`src/rtl/crossbar_out_port.sv`:
```
// Crossbar output port: locks onto one granted source per packet
// and buffers its beats in a 2-entry FIFO toward the sink.
module crossbar_out_port #(
    parameter int S_DATA_COUNT = 2,
    parameter int M_DATA_COUNT = 3,
    parameter int T_DATA_WIDTH = 8,
    parameter int PORT_NUMBER  = 0,
    localparam int T_ID___WIDTH = $clog2(S_DATA_COUNT),
    localparam int T_DEST_WIDTH = $clog2(M_DATA_COUNT)
) (
    input  logic clk,
    input  logic rst_n,
    input  logic [S_DATA_COUNT-1:0][T_DATA_WIDTH-1:0] s_data_i,
    input  logic [S_DATA_COUNT-1:0][T_DEST_WIDTH-1:0] s_dest_i,
    input  logic [S_DATA_COUNT-1:0] s_last_i,
    input  logic [S_DATA_COUNT-1:0] s_valid_i,
    output logic [S_DATA_COUNT-1:0] s_ready_o,
    input  logic [S_DATA_COUNT-1:0] grant_i,
    output logic arb_ready_o,
    output logic arb_last_o,
    output logic [T_DATA_WIDTH-1:0] m_data_o,
    output logic [T_ID___WIDTH-1:0] m_id_o,
    output logic [T_DEST_WIDTH-1:0] m_dest_o,
    output logic m_last_o,
    output logic m_valid_o,
    input  logic m_ready_i,
    output logic err_o,
    output logic [15:0] pkt_cnt_o
);

    typedef enum logic {
        IDLE,
        LOCKED
    } state_t;

    typedef struct packed {
        logic [T_DATA_WIDTH-1:0] data;
        logic [T_ID___WIDTH-1:0] id;
        logic [T_DEST_WIDTH-1:0] dest;
        logic                    last;
    } beat_t;

    state_t state_q;
    state_t state_d;
    logic [T_ID___WIDTH-1:0] sel_q;
    logic [T_ID___WIDTH-1:0] sel_d;

    beat_t      fifo_q [2];
    logic       wr_ptr_q;
    logic       rd_ptr_q;
    logic [1:0] count_q;
    logic [1:0] count_d;
    beat_t      head;
    beat_t      in_beat;

    logic        err_q;
    logic        err_d;
    logic [15:0] pkt_cnt_q;

    logic                    grant_any;
    logic                    grant_multi;
    logic [T_ID___WIDTH-1:0] grant_idx;

    logic locked;
    logic full;
    logic push;
    logic pop;
    logic dest_bad;

    assign locked = (state_q == LOCKED);
    assign full   = (count_q == 2'd2);

    // Ready depends only on registered lock, select and occupancy.
    always_comb begin
        s_ready_o = '0;
        for (int i = 0; i < S_DATA_COUNT; i++) begin
            s_ready_o[i] = locked && !full &&
                (sel_q == T_ID___WIDTH'(i));
        end
    end

    assign push = locked && !full && s_valid_i[sel_q];
    assign pop  = (count_q != 2'd0) && m_ready_i;

    assign dest_bad = s_dest_i[sel_q] !=
        T_DEST_WIDTH'(PORT_NUMBER);

    assign in_beat.data = s_data_i[sel_q];
    assign in_beat.id   = sel_q;
    assign in_beat.dest = s_dest_i[sel_q];
    assign in_beat.last = s_last_i[sel_q];

    assign arb_last_o  = push && s_last_i[sel_q];
    assign arb_ready_o = !full;

    // Decode the grant vector: flag zero, one or several set bits.
    always_comb begin
        grant_any   = 1'b0;
        grant_multi = 1'b0;
        grant_idx   = '0;
        for (int i = 0; i < S_DATA_COUNT; i++) begin
            if (grant_i[i]) begin
                if (grant_any) begin
                    grant_multi = 1'b1;
                end
                grant_any = 1'b1;
                grant_idx = T_ID___WIDTH'(i);
            end
        end
    end

    // Lock FSM: take a single-bit grant, release after the last beat.
    always_comb begin
        state_d = state_q;
        sel_d   = sel_q;
        unique case (state_q)
            IDLE: begin
                if (grant_any && !grant_multi) begin
                    state_d = LOCKED;
                    sel_d   = grant_idx;
                end
            end
            LOCKED: begin
                if (push && s_last_i[sel_q]) begin
                    state_d = IDLE;
                end
            end
            default: state_d = IDLE;
        endcase
    end

    // Sticky error: ambiguous grant or a beat aimed at another port.
    always_comb begin
        err_d = err_q;
        if (!locked && grant_multi) begin
            err_d = 1'b1;
        end
        if (push && dest_bad) begin
            err_d = 1'b1;
        end
    end

    // Occupancy tracks push/pop; both at once leaves it unchanged.
    always_comb begin
        count_d = count_q;
        unique case (1'b1)
            (push && !pop): count_d = count_q + 2'd1;
            (pop && !push): count_d = count_q - 2'd1;
            default:        count_d = count_q;
        endcase
    end

    // FSM, select and error registers.
    always_ff @(posedge clk or negedge rst_n) begin
        if (!rst_n) begin
            state_q <= IDLE;
            sel_q   <= '0;
            err_q   <= 1'b0;
        end else begin
            state_q <= state_d;
            sel_q   <= sel_d;
            err_q   <= err_d;
        end
    end

    // FIFO pointers and occupancy; reset drops any buffered beats.
    always_ff @(posedge clk or negedge rst_n) begin
        if (!rst_n) begin
            wr_ptr_q <= 1'b0;
            rd_ptr_q <= 1'b0;
            count_q  <= 2'd0;
        end else begin
            if (push) begin
                wr_ptr_q <= ~wr_ptr_q;
            end
            if (pop) begin
                rd_ptr_q <= ~rd_ptr_q;
            end
            count_q <= count_d;
        end
    end

    // FIFO storage written at the write pointer.
    always_ff @(posedge clk or negedge rst_n) begin
        if (!rst_n) begin
            fifo_q[0] <= '0;
            fifo_q[1] <= '0;
        end else if (push) begin
            fifo_q[wr_ptr_q] <= in_beat;
        end
    end

    // Count packets as their last beat leaves the port.
    always_ff @(posedge clk or negedge rst_n) begin
        if (!rst_n) begin
            pkt_cnt_q <= 16'd0;
        end else if (pop && head.last) begin
            pkt_cnt_q <= pkt_cnt_q + 16'd1;
        end
    end

    assign head = fifo_q[rd_ptr_q];

    assign m_valid_o = (count_q != 2'd0);
    assign m_data_o  = head.data;
    assign m_id_o    = head.id;
    assign m_dest_o  = head.dest;
    assign m_last_o  = head.last;
    assign err_o     = err_q;
    assign pkt_cnt_o = pkt_cnt_q;

endmodule

```
`config.mk`:
```
export PLATFORM = sky130hd
export DESIGN_NAME = crossbar_out_port
export DESIGN_NICKNAME = d
export VERILOG_FILES = /design/src/rtl/crossbar_out_port.sv
export SDC_FILE = /design/constraint.sdc
export NUM_CORES = 1
export LEC_CHECK = 0
export CAP_MARGIN = 20
export CORE_MARGIN = 10
export CORE_UTILIZATION = 48
export CTS_CLUSTER_DIAMETER = 150
export DETAILED_ROUTE_END_ITERATION = 6
export PLACE_DENSITY = 0.83
export SYNTH_ARGS = -nofsm -noshare
export SYNTH_HDL_FRONTEND = slang
export SYNTH_SLANG_ARGS = --single-unit
```
`constraint.sdc`:
```
create_clock -name clk -period 2.4 [get_ports clk]
set_clock_uncertainty 0.1 [all_clocks]
set_input_delay 0.36 -clock clk [delete_from_list [all_inputs] [get_ports clk]]
set_output_delay 0.36 -clock clk [all_outputs]
set_load 0.02 [all_outputs]
```
==> results of run 1 <==
## final cells by class
class,count,area share [%]
repair buffers,69,21.9
clock inverters,3,1.40
clock buffers,5,2.20
multi-input cells,121,34.2
well taps,54,2.16
flip-flops and latches,47,37.5
inverters,5,0.599
## registers in the layout, indices dropped and copies added (netlist names)
signal / flops
count_q: 2
err_o: 1
fifo_q: 24
locked: 1
pkt_cnt_o: 16
rd_ptr_q: 1
sel_q: 1
wr_ptr_q: 1
## where the power goes
part | internal, mW | switching (mW)
clock network | 0.310 | 0.267
logic | 1.13 | 0.921
registers | 1.09 | 0.207
## placed cells by master, fill, tap and decap left out, drive strengths merged, types with 5 or more instances in the layout
| master | Yosys | final |
|---|---|---|
| buf | 5 | 7 |
| xnor2 | 10 | 10 |
| mux2 | 45 | 45 |
| clkbuf | 1 | 5 |
| dfrtp | 47 | 47 |
| nor2 | 12 | 12 |
| clkdlybuf4s50 | 0 | 60 |
| nand3 | 7 | 7 |
| xor2 | 10 | 10 |
| nand2 | 8 | 8 |
| inv | 5 | 5 |
## layer usage
layer | up-vias | part of all wire, % | GRT usage (%)
li1 | 767 | - | -
met1 | 768 | 43 | 16.6
met2 | 49 | 46 | 21.0
met3 | 4 | 10 | 6.56
met4 | 0 | 0.62 | 3.61
met5 | - | 0 | 0
## Yosys cell counts, types with 2 or more instances
cell type | count | area (um2)
sky130_fd_sc_hd__dfrtp_1 | 47 | 1180
sky130_fd_sc_hd__mux2_2 | 36 | 405
sky130_fd_sc_hd__nor2_1 | 12 | 45.0
sky130_fd_sc_hd__xnor2_1 | 10 | 87.6
sky130_fd_sc_hd__xor2_1 | 10 | 87.6
sky130_fd_sc_hd__mux2_4 | 9 | 135
sky130_fd_sc_hd__nand2_1 | 8 | 30.0
sky130_fd_sc_hd__nand3_1 | 6 | 30.0
sky130_fd_sc_hd__inv_1 | 5 | 18.8
sky130_fd_sc_hd__buf_6 | 3 | 33.8
sky130_fd_sc_hd__ha_1 | 3 | 37.5
sky130_fd_sc_hd__nor3_1 | 3 | 15.0
sky130_fd_sc_hd__a21oi_1 | 2 | 10.0
sky130_fd_sc_hd__mux2i_1 | 2 | 20.0
sky130_fd_sc_hd__nand4_1 | 2 | 12.5
sky130_fd_sc_hd__nor4_1 | 2 | 12.5
sky130_fd_sc_hd__o21ai_0 | 2 | 10.0
## worst max-delay path by stage
| stage | endpoint | slack [ns] | depth (start not counted) |
|---|---|---|---|
| 2_1_floorplan | fifo_q[13] | 0.66 | 6 |
| 5_1_grt | m_dest_o[1] | 0.009 | 3 |
| 3_3_place_gp | arb_last_o | 0.11 | 5 |
| 6_report | m_id_o | 0.1 | 3 |
| 4_1_cts | arb_last_o | 0.02 | 4 |
| 3_5_place_dp | arb_last_o | 0.04 | 5 |
## per-stage QoR
| step | hold WS [ns] | setup WS (ns) | instances |
|---|---|---|---|
| floorplan | -0.0356 | 0.656 | 179 |
| global placement | 0.267 | 0.113 | 295 |
| detailed placement | 0.281 | 0.0441 | 295 |
| CTS | 0.400 | 0.0172 | 304 |
| global route | 0.420 | 0.00908 | 304 |
| finish | 0.390 | 0.0967 | 304 |
## repair_timing
action / in CTS / in global routing
setup endpoints to repair: 0 / 1
hold endpoints to repair: 22 / 0
hold buffers: 1 / 0
resized for setup: 0 / 1
## worst max-delay path, cell delays in order (launching register included)
cell and delay, ns:
sky130_fd_sc_hd__dfrtp_1 0.40, sky130_fd_sc_hd__buf_4 0.24, sky130_fd_sc_hd__mux2_2 0.36, sky130_fd_sc_hd__clkdlybuf4s50_1 0.55
## logic make-up (layout without fill, tap and decap cells)
logic type / Yosys count / after routing / share of synthesized area [%]
multiplexers: 47 / 47 / 24.2
flip-flops: 47 / 47 / 50.8
AND/OR/NAND/NOR: 43 / 43 / 10.8
XOR/XNOR: 20 / 20 / 7.57
buffers and inverters: 11 / 82 / 2.81
AO/OA/AOI/OAI: 8 / 8 / 2.11
adder cells (fa/ha/maj): 3 / 3 / 1.62
==> reports/qor.csv, run 1 <==
metric,value,unit
initial_antenna_violation_count,0,
drt_first_pass_iters,4,
synthDistinctLibCells,34,
place.port_buffers,62,
max-clock-path-buffers,2,
dp_hpwl,3.76,mm
r2r-end,count_q[1],
final-max-slew-violation-count,0,
cts_num_sinks,47,
multi_input_area,1070,um2
finalInstanceArea,3130,um2
rsz0062_at_grt,no,
die_area,8000,um2
design.final.nets,281,
drive_above_1_share,26.8,%
setup_viol,0,
avgViaCountPerCell,5.22,
min_period_over_period,96.0,%
antenna_violating_nets_post_route,0,
post_dp_cell_area,3010,um2
synthCells,179,
grt.total_usage,13.6,%
clock_latency_reported_for_the_late_side_of_the_worst_skew_pair,0.29,ns
floorplan.io_pins,63,
drt_first_iter_violations,76,
cts_htree_levels,2,
worstHoldEndpoint,pkt_cnt_o[15],
global_placement_routability_congestion,0.743,
worst_setup_path_end_kind,output port,
timing.reg2reg.worst_path_depth,6,
setup_tns,0,ns
worst-setup-path-type,register to output port,
totalWireLength,5.13,mm
synthFlopType,sky130_fd_sc_hd__dfrtp_1,
timing.hold.worst_path_depth,1,
total_setup_buffers_inserted_after_cts,0,
floorplan.die.height,89.4,um
rrSetupSlack,0.63,ns
power.ir.vdd_worst,0.751,mV
ys_ff_latch,47,
fillers,368,
register_area,1180,um2
die_x,89.4,um
fmax,434,MHz
total_gr_overflow,0,
clock-root-buffer,sky130_fd_sc_hd__clkbuf_8,
power.density,1250,nW/um2
fp.coreArea,4690,um2
grt_pass1_vias,1748,
yosysSeqAreaShare,50.8,%
critical_path_arrival,1.84,ns
status,"complete, no violations",
ys_warn_count,0,
final.min_clock_period,2.30,ns
post-route-util,66.8,%
post_synth.cell_area_avg,12.9,um2
worst_setup_path_startpoint,rd_ptr_q,
cts_buffers,5,
route.detailed.wl_per_inst,16.9,um
crit_fanout,11,
mappedNetlistArea,2310,um2
wire_length_of_the_first_global_routing_pass,8.46,mm
worst_hold_startpoint,pkt_cnt_o[15],
power.static_leakage,1.40,nW
slew_headroom,62.9,%
totalPowerFinal,3.93,mW
crit_required,1.94,ns
postSynthNetCount,211,
diodes,0,
cts_tree,yes,
crit-reg2reg-launch,count_q[0],
timing.max_cap.violations,0,
synth-edff-count,0,
worstHoldPathType,register to register,
initial_utilization,49.3,%
clk_pin_slew_worst_setup_hold_paths,0.09,ns
remaining_drc_errors,0,
async_reset_ff_share,100,%
vias,1588,
largest_net_degree_at_the_start_of_global_routing,26,
rows,25,
synthToLayoutAreaGrowth,35.4,%
timing.final.hold_violations,0,
worst_slew_pin_slew,0.556,ns
startpoint_type,register,
No activity file was read; power rests on OpenSTA's default activity.
==> inputs of run 2 (changes only) <==
--- a/config.mk
+++ b/config.mk
@@ -7,10 +7,10 @@
 export LEC_CHECK = 0
 export CAP_MARGIN = 20
 export CORE_MARGIN = 10
-export CORE_UTILIZATION = 48
+export CORE_UTILIZATION = 40
 export CTS_CLUSTER_DIAMETER = 150
 export DETAILED_ROUTE_END_ITERATION = 6
-export PLACE_DENSITY = 0.83
+export PLACE_DENSITY = 0.71
 export SYNTH_ARGS = -nofsm -noshare
 export SYNTH_HDL_FRONTEND = slang
 export SYNTH_SLANG_ARGS = --single-unit
==> reports/qor.csv, run 2 (same netlist as run 1, synthesis figures left out) <==
metric,value,unit,change
status,"complete, no violations",,
design.final.nets,281,,unchanged
grt.total_usage,11.5,%,-2.1 points
power.ir.vdd_worst,0.544,mV,-28%
die_x,96.1,um,+7.4%
crit-reg2reg-launch,sel_q,,
remaining_drc_errors,0,,unchanged
timing.max_cap.violations,0,,unchanged
dpl.cell_count,313,,+6.1%
largest_register_ffs,24,,unchanged
power.density,1220,nW/um2,-2.5%
post_dp_cell_area,3030,um2,+0.75%
post-route-util,56.4,%,-10 points
wire_length_of_the_first_global_routing_pass,8.45,mm,-0.17%
cts_tree,yes,,
dp_hpwl,3.76,mm,+0.12%
die_area,9230,um2,+15%
rsz0062_at_grt,no,,
timing.reg2reg.worst_path_depth,6,,unchanged
layoutNonFillerInstCount,322,,+5.9%
place.port_buffers,62,,unchanged
fmax,433,MHz,-0.16%
setup_viol,0,,unchanged
min_period_over_period,96.1,%,+0.16 points
timing.final.hold_violations,0,,unchanged
timing.hold.worst_path_depth,1,,unchanged
cts_num_sinks,47,,unchanged
rows,27,,+8.0%
power.sequential.fraction,33.9,%,+0.7 points
worst-setup-path-type,register to output port,,
most-common-layout-cells,"60 x sky130_fd_sc_hd__clkdlybuf4s50_1, 47 x sky130_fd_sc_hd__dfrtp_1, 36 x sky130_fd_sc_hd__mux2_2, 12 x sky130_fd_sc_hd__nor2_1",,
initial_antenna_violation_count,0,,unchanged
global_placement_routability_congestion,0.764,,+2.9%
total_setup_buffers_inserted_after_cts,0,,unchanged
final-max-slew-violation-count,0,,unchanged
power_report.internal_total,2.48,mW,-1.9%
slew_headroom,62.0,%,-0.90 points
cts_htree_levels,2,,unchanged
diodes,0,,unchanged
finalInstanceArea,3140,um2,+0.32%
drt_first_pass_iters,4,,unchanged
grt_pass1_vias,1699,,-2.8%
worstHoldPathType,register to register,,
r2r-end,count_q[1],,
drt_first_iter_violations,60,,-21%
share_comb_of_total_power,52.9,%,+0.8 points
worstPathBufferInverterCount,2,,unchanged
clock-root-buffer,sky130_fd_sc_hd__clkbuf_8,,
largest_net_degree_at_the_start_of_global_routing,26,,unchanged
avgViaCountPerCell,4.91,,-5.9%
totalWireLength,5.00,mm,-2.5%
power.static_leakage,1.40,nW,-0.47%
vias,1582,,-0.38%
totalPowerFinal,3.84,mW,-2.2%
clock_latency_reported_for_the_late_side_of_the_worst_skew_pair,0.29,ns,about the same
final.setup.worst_slack,0.0929,ns,-0.00381 ns
share_clk_of_total_power,13.2,%,-1.5 points
timing.critical_path.slowest_cell_delay,0.56,ns,about the same
p_sw_share,35.4,%,-0.18 points
cts_buffers,5,,unchanged
clk_pin_slew_worst_setup_hold_paths,0.08,ns,about the same
final.min_clock_period,2.31,ns,+0.00381 ns
antenna_violating_nets_post_route,0,,unchanged
crit_fanout,11,,unchanged
layout.cells.most_common,sky130_fd_sc_hd__clkdlybuf4s50_1,,
total_gr_overflow,0,,unchanged
worstPathCellList,"buf_4, mux2_2, clkdlybuf4s50_1",,
floorplan.die.height,96.1,um,+7.4%
fp.coreArea,5570,um2,+19%
startpoint_type,register,,
drive_above_1_share,26.4,%,-0.40 points
route.detailed.wl_per_inst,15.5,um,-7.9%
crit_required,1.94,ns,about the same
top_register,fifo_q,,
worstHoldEndpoint,pkt_cnt_o[15],,
detailedPlace.worstSlack,0.0804,ns,+0.0363 ns
rrSetupSlack,0.64,ns,about the same
worst_setup_path_end_kind,output port,,
floorplan.io_pins,63,,unchanged
critical_path.slowest_cell,sky130_fd_sc_hd__clkdlybuf4s50_1,,
worst_slew_pin_slew,0.570,ns,+0.0135 ns
cp_top_family,buffers and inverters,,
holdWs,0.370,ns,-0.0196 ns
p_sw,1.36,mW,-2.7%
max-clock-path-buffers,2,,unchanged
synthToLayoutAreaGrowth,35.9,%,
worst_hold_startpoint,pkt_cnt_o[15],,
initial_utilization,41.5,%,-7.8 points
critical_path_arrival,1.85,ns,about the same
setup_tns,0,ns,unchanged
==> run 2: changes by cell type in the layout (fill, tap and decap cells not counted) <==
cell and change:
sky130_fd_sc_hd__clkbuf_8 +2, sky130_fd_sc_hd__bufinv_16 -1, sky130_fd_sc_hd__clkbuf_1 +1, sky130_fd_sc_hd__clkinv_2 -1, sky130_fd_sc_hd__clkinv_4 -1
==> run 2: worst reg2reg max path: stages (launching register included) <==
cell	delay (ns)
sky130_fd_sc_hd__dfrtp_1	0.46
sky130_fd_sc_hd__mux2_4	0.34
sky130_fd_sc_hd__nand3_1	0.11
sky130_fd_sc_hd__buf_4	0.14
sky130_fd_sc_hd__ha_1	0.25
sky130_fd_sc_hd__nor2_1	0.13
sky130_fd_sc_hd__xor2_1	0.16
==> run 2: power groups by stage <==
stage | clock network [mW] | logic (mW) | registers, mW
final | 0.505 | 2.03 | 1.30
after global routing | 0.568 | 2.20 | 1.35
after floorplan | 0 | 1.31 | 1.31
after detailed placement | 0 | 2.06 | 1.32
after global placement | 0 | 2.04 | 1.31
after CTS | 0.526 | 2.07 | 1.31
==> run 2: worst max path at each step <==
stage	cells past startpoint	slack [ns]	endpoint	from
floorplan	6	0.66	fifo_q[13]	sel_q
detailed placement	5	0.08	arb_last_o	s_valid_i[0]
global placement	5	0.11	arb_last_o	s_valid_i[0]
finish	3	0.09	m_id_o	rd_ptr_q
CTS	4	0.04	arb_last_o	count_q[0]
global route	3	0.007	m_dest_o[0]	rd_ptr_q
==> run 2: what timing repair did <==
item | 4_1_cts | 5_1_grt
hold endpoints to repair | 24 | 0
hold buffers | 1 | 0
endpoints found under the setup margin | 0 | 1
gates resized for setup | 0 | 1
==> run 2: layout make-up <==
| type | count | area (um2) |
|---|---|---|
| fillers | 514 | 2430 |
| flip-flops and latches | 47 | 1180 |
| multi-input cells | 121 | 1070 |
| repair buffers | 69 | 686 |
| clock buffers | 8 | 100 |
| well taps | 72 | 90.1 |
| inverters | 5 | 18.8 |
==> run 2: layer usage <==
| metal | track usage [%] | routed length, um | share of wire (%) |
|---|---|---|---|
| met1 | 14.1 | 2180 | 44 |
| met2 | 17.5 | 2250 | 45 |
| met3 | 5.99 | 516 | 10 |
| met4 | 2.58 | 55 | 1.1 |
| met5 | 0 | 0 | 0 |
